===== config.mk =====
export PLATFORM = sky130hd
export DESIGN_NAME = dec_arbiter
export DESIGN_NICKNAME = d
export VERILOG_FILES = /design/src/rtl/dec_arb_pkg.sv /design/src/rtl/dec3to8.sv /design/src/rtl/dec_arbiter.sv
export SDC_FILE = /design/constraint.sdc
export NUM_CORES = 1
export LEC_CHECK = 0
export ABC_AREA = 1
export CORE_MARGIN = 2
export CORE_UTILIZATION = 42
export DETAILED_ROUTE_END_ITERATION = 8
export HOLD_SLACK_MARGIN = 0.05
export PLACE_DENSITY = 0.65
export SLEW_MARGIN = 20
export SYNTH_ARGS = -nofsm -noshare
export SYNTH_HDL_FRONTEND = slang
export SYNTH_HIERARCHICAL = 1
export SYNTH_SLANG_ARGS = --single-unit

===== constraint.sdc =====
create_clock -name clk -period 7.75 [get_ports clk]
set_input_delay 1.55 -clock clk [delete_from_list [all_inputs] [get_ports clk]]
set_output_delay 1.55 -clock clk [all_outputs]
set_load 0.1 [all_outputs]

===== src/rtl/dec_arb_pkg.sv =====
// Shared types and sizes for the round-robin arbiter with forced release.
// The round-robin winner search lives here so the top stays focused on sequencing.
package dec_arb_pkg;

  localparam int NUM_REQ = 8;
  localparam int IDX_W   = 3;
  localparam int HOLD_W  = 8;

  typedef enum logic [1:0] {
    IDLE  = 2'd0,
    GRANT = 2'd1,
    GAP   = 2'd2
  } arb_state_t;

  // First set bit of r, searching upward from last+1. The 3-bit add wraps mod 8.
  function automatic logic [IDX_W-1:0] rr_pick(input logic [NUM_REQ-1:0] r,
                                               input logic [IDX_W-1:0]   last);
    logic [IDX_W-1:0] pick;
    logic [IDX_W-1:0] cand;
    logic             hit;
    pick = last;
    hit  = 1'b0;
    for (int i = 1; i <= NUM_REQ; i++) begin
      cand = last + IDX_W'(i);
      if (!hit && r[cand]) begin
        pick = cand;
        hit  = 1'b1;
      end
    end
    return pick;
  endfunction

endpackage


===== src/rtl/dec3to8.sv =====
// 3-to-8 one-hot decoder; en low forces all-zero.
// Combinational, no backpressure.
module dec3to8 (
  input  logic [2:0] idx,
  input  logic       en,
  output logic [7:0] onehot
);

  assign onehot = en ? (8'b1 << idx) : 8'b0;

endmodule


===== src/rtl/dec_arbiter.sv =====
// Round-robin arbiter over 8 requesters with a forced release after MAX_HOLD cycles.
// Latency: req in IDLE -> gnt next cycle; no backpressure, grant lasts until done/req drop/timeout.
module dec_arbiter
  import dec_arb_pkg::*;
#(
  parameter int MAX_HOLD = 16,
  parameter int NUM_REQ  = 8
) (
  input  logic               clk,
  input  logic               rst_n,
  input  logic [NUM_REQ-1:0] req,
  input  logic [NUM_REQ-1:0] done,
  output logic [NUM_REQ-1:0] gnt,
  output logic [IDX_W-1:0]   gnt_idx,
  output logic               gnt_valid,
  output logic               timeout
);

  localparam logic [HOLD_W-1:0] HOLD_LIM = HOLD_W'(MAX_HOLD - 1);

  arb_state_t         state, state_nxt;
  logic [IDX_W-1:0]   last_idx, last_nxt;
  logic [IDX_W-1:0]   idx_nxt;
  logic [HOLD_W-1:0]  hold_cnt, hold_nxt;
  logic               valid_nxt;
  logic               tmo_nxt;
  logic [NUM_REQ-1:0] gnt_nxt;
  logic               rel_normal;

  // Only the current owner's done/req bits can end a grant.
  assign rel_normal = done[gnt_idx] | ~req[gnt_idx];

  always_comb begin
    state_nxt = state;
    idx_nxt   = gnt_idx;
    last_nxt  = last_idx;
    hold_nxt  = hold_cnt;
    valid_nxt = 1'b0;
    tmo_nxt   = 1'b0;
    case (state)
      IDLE: begin
        if (|req) begin
          idx_nxt   = rr_pick(req, last_idx);
          last_nxt  = idx_nxt;
          hold_nxt  = '0;
          valid_nxt = 1'b1;
          state_nxt = GRANT;
        end
      end
      GRANT: begin
        if (rel_normal) begin
          state_nxt = GAP;
        end else if (hold_cnt == HOLD_LIM) begin
          state_nxt = GAP;
          tmo_nxt   = 1'b1;
        end else begin
          hold_nxt  = hold_cnt + HOLD_W'(1);
          valid_nxt = 1'b1;
        end
      end
      GAP:     state_nxt = IDLE;
      default: state_nxt = IDLE;
    endcase
  end

  dec3to8 u_dec (
    .idx    (idx_nxt),
    .en     (valid_nxt),
    .onehot (gnt_nxt)
  );

  // last_idx resets to 7 so the first search after reset starts at index 0.
  always_ff @(posedge clk or negedge rst_n) begin
    if (!rst_n) begin
      state     <= IDLE;
      gnt_idx   <= '0;
      last_idx  <= '1;
      hold_cnt  <= '0;
      gnt       <= '0;
      gnt_valid <= 1'b0;
      timeout   <= 1'b0;
    end else begin
      state     <= state_nxt;
      gnt_idx   <= idx_nxt;
      last_idx  <= last_nxt;
      hold_cnt  <= hold_nxt;
      gnt       <= gnt_nxt;
      gnt_valid <= valid_nxt;
      timeout   <= tmo_nxt;
    end
  end

endmodule


==> impl_metrics.yaml <==
clocking:
  cts_resized: 0
  clk_pin_slew_ps: 90
  worstSkewPairLatency_ps: 270
  cts_tree: "yes"
  htreeDepth: 1
  cts.sinks: 26
  postCtsSetupBuffers: 0
  cts-root-buf: "clkbuf_8"
  cts-buffers-inserted: 3
  postCtsHoldBufs: 0
  cts_buffer_depth: 2
place:
  dp_cells: 343
  placed_area_um2: 2245
  gp_congestion: 0.9720
  numPortBuffers: 30
  dpl.hpwl_mm: 3.509
synthesis:
  synth_area_per_cell_um2: 7.244
  netlist_area_um2: 1927
  synth-compound-area-share_pct: 5.844
  ys_ff_latch: 26
  synth_nets: 287
  synth-xor-area-share_pct: 2.273
  synthCells: 266
  synth_top_family_by_area: "simple AND/OR/NAND/NOR gates"
  synth_cell_types: 38
  synthAdderAreaFrac_pct: 1.948
  ys_warn_count: 6
  synthMuxAreaShare_pct: 0
  synthSimpleGateAreaFrac_pct: 47.60
  ys_seq_area_share_pct: 33.96
finish:
  multi_input_area_um2: 1111
  fin_area_um2: 2300
  num-nets-final: 317
  seq_area_um2: 654.4
  layout.cells.non_filler: 347
  layout-drive-gt1-share_pct: 14.92
  diodes: 0
  area_growth_pct: 19.35
  num-fill-cells: 440
die:
  core_area_um2: 4384
  rows: 24
  dieArea_um2: 5145
  die_x_um: 71.73
  chipHeight_um: 71.73
  io_pins: 31
  initial_utilization_pct: 43.95
critical_path:
  cp_cell_sequence: "clkdlybuf4s50_1 -> nand2_1 -> nand3_2 -> nand2_1 -> nor2_1 -> a31oi_2 -> inv_2 -> nor3_2 -> nand3_1 -> nand2_1 -> nand2_1 -> nand2_1 -> inv_1 -> nand2_1 -> nor2_1"
  crit_path_start_kind: "input port"
  critical_path_class: "input port to flip-flop"
  end_kind: "flip-flop"
  arrival_ps: 3660
  worst-path-buf-inv: 3
  required_ps: 7910
  cpMostUsedCell: "nand2_1"
  max_stage_delay_ps: 480
  slowest_stage: "clkdlybuf4s50_1"
  critPathMaxFanout: 4
  cp_top_family: "simple AND/OR/NAND/NOR gates"
global_routing:
  grt_pass1_vias: 1793
  grt-ovfl-total: 0
  grt_pass1_wl_mm: 7.983
  antenna_found_initial: 0
  grt_max_degree: 27
  grt_usage_pct: 19.12
drt:
  ant_nets: 0
  dr_total_vias: 1765
  drcViolationCount: 0
  routed_wl_mm: 4.526
  first_iter_violations: 79
  avgRoutedWirePerCell_um: 13.04
  first_pass_iters: 4
  via_per_inst: 5.086
sta:
  worstMarginPinSlew_ps: 984.8
  drv_slew: 0
  hold_viol_final: 0
  fmax_mhz: 285.7
  relSlewSlack_pct: 34.14
  hold_slack_ps: 522.5
  grt_setup_unrepaired: "false"
  timing.setup.tns_ps: 0
  clock_skew_ps: 6.739
  finalSetupViolCount: 0
  final.min_clock_period_ps: 3500
  finalCritPeriodShare_pct: 45.16
status:
  status: "finished, final reports clean"
hold_path:
  hold_class: "flip-flop to flip-flop"
job:
  cap_viol_max_count: 0
## final timing paths
check                       startpoint          end  slack [ps]  cells after the start
setup / recovery                req[5]       gnt[4]        4250                     15
hold / removal             last_idx[2]  last_idx[2]         520                      2
min in group asynchronous        rst_n  hold_cnt[0]        1260                      1
hold reg to reg            last_idx[2]  last_idx[2]         520                      2
max in group asynchronous        rst_n  last_idx[1]        6100                      1
setup reg to reg           last_idx[0]       gnt[4]        4530                     17
## per-layer routing
metal / share of wire, % / up-vias / GRT usage (%)
li1: - / 923 / -
met1: 51 / 795 / 27.41
met2: 43 / 45 / 30.86
met3: 5.7 / 2 / 3.657
met4: 0.35 / 0 / 2.516
met5: 0 / - / 0
## through the flow
stage	worst slack [ps]	util (%)
floorplan	4835	-
global placement	4028	51.31
detailed placement	3968	51.20
CTS	4240	52.45
global route	4015	52.45
finish	4250	52.45
## registers in the layout (all words and copies together) (netlist names)
name / count
state: 2
timeout: 1
last_idx: 3
gnt: 8
gnt_idx: 3
gnt_valid: 1
hold_cnt: 8
## cell usage in the layout, fill, tap and decap left out
master and count:
nand2_1 87, nand3_1 34, clkdlybuf4s50_1 29, nor2_1 23
dfrtp_1 23, inv_1 22, nand3_2 12, inv_2 7
nand2_2 6, o21ai_0 5, clkbuf_8 4, nor3b_1 3
xor2_1 3, o31ai_1 3, ha_1 3, dfstp_2 3
o221ai_1 2, nor3_1 2, nand2_4 2, nand3_4 2
xnor2_1 2, nand4_1 2, nor4_1 1, nand3b_1 1
o21ai_1 1, o211ai_1 1, nor2_2 1, inv_4 1
nor2_8 1, nor2_4 1, a31oi_2 1, nand4_2 1
clkinv_1 1, nor3_2 1, a31oi_1 1, o21a_1 1
a22o_1 1, buf_2 1
## cell type report
type	count	area share [%]
Multi-Input combinational cell	204	48.31
Timing Repair Buffer	30	12.84
Clock buffer	4	2.394
Inverter	31	5.169
Sequential cell	26	28.45
Tap cell	52	2.829
## tightest hold or removal path, stage by stage (launching register included)
cell     delay, ps
dfstp_2        410
nand2_1         70
nand2_1         50
## synthesized netlist by cell type, drive strengths merged
| library cell | number | share of area [%] |
|---|---|---|
| buf | 5 | 2.2 |
| nand4 | 3 | 1.3 |
| o21a | 1 | 0.39 |
| dfrtp | 23 | 30 |
| o221ai | 2 | 0.91 |
| nand3 | 48 | 17 |
| ha | 3 | 1.9 |
| nor2 | 26 | 6.4 |
| o31ai | 3 | 1.2 |
| xor2 | 3 | 1.4 |
| a22o | 1 | 0.45 |
| nand3b | 1 | 0.39 |
| o21ai | 6 | 1.6 |
| o211ai | 1 | 0.39 |
| nand2 | 95 | 20 |
| inv | 30 | 6.0 |
| a31oi | 2 | 0.97 |
| xnor2 | 2 | 0.91 |
| dfstp | 3 | 4.1 |
| nor3 | 3 | 1.0 |
| nor3b | 3 | 1.2 |
| clkinv | 1 | 0.19 |
| nor4 | 1 | 0.32 |
## cells by family after synthesis
group / Yosys count
simple gates: 180
flops: 26
fa+ha+maj: 3
compound gates: 16
xor+xnor: 5
buf+inv: 36
Power is not shown: default switching activity piles up to over one toggle a cycle in this logic, so the estimate is an artifact.
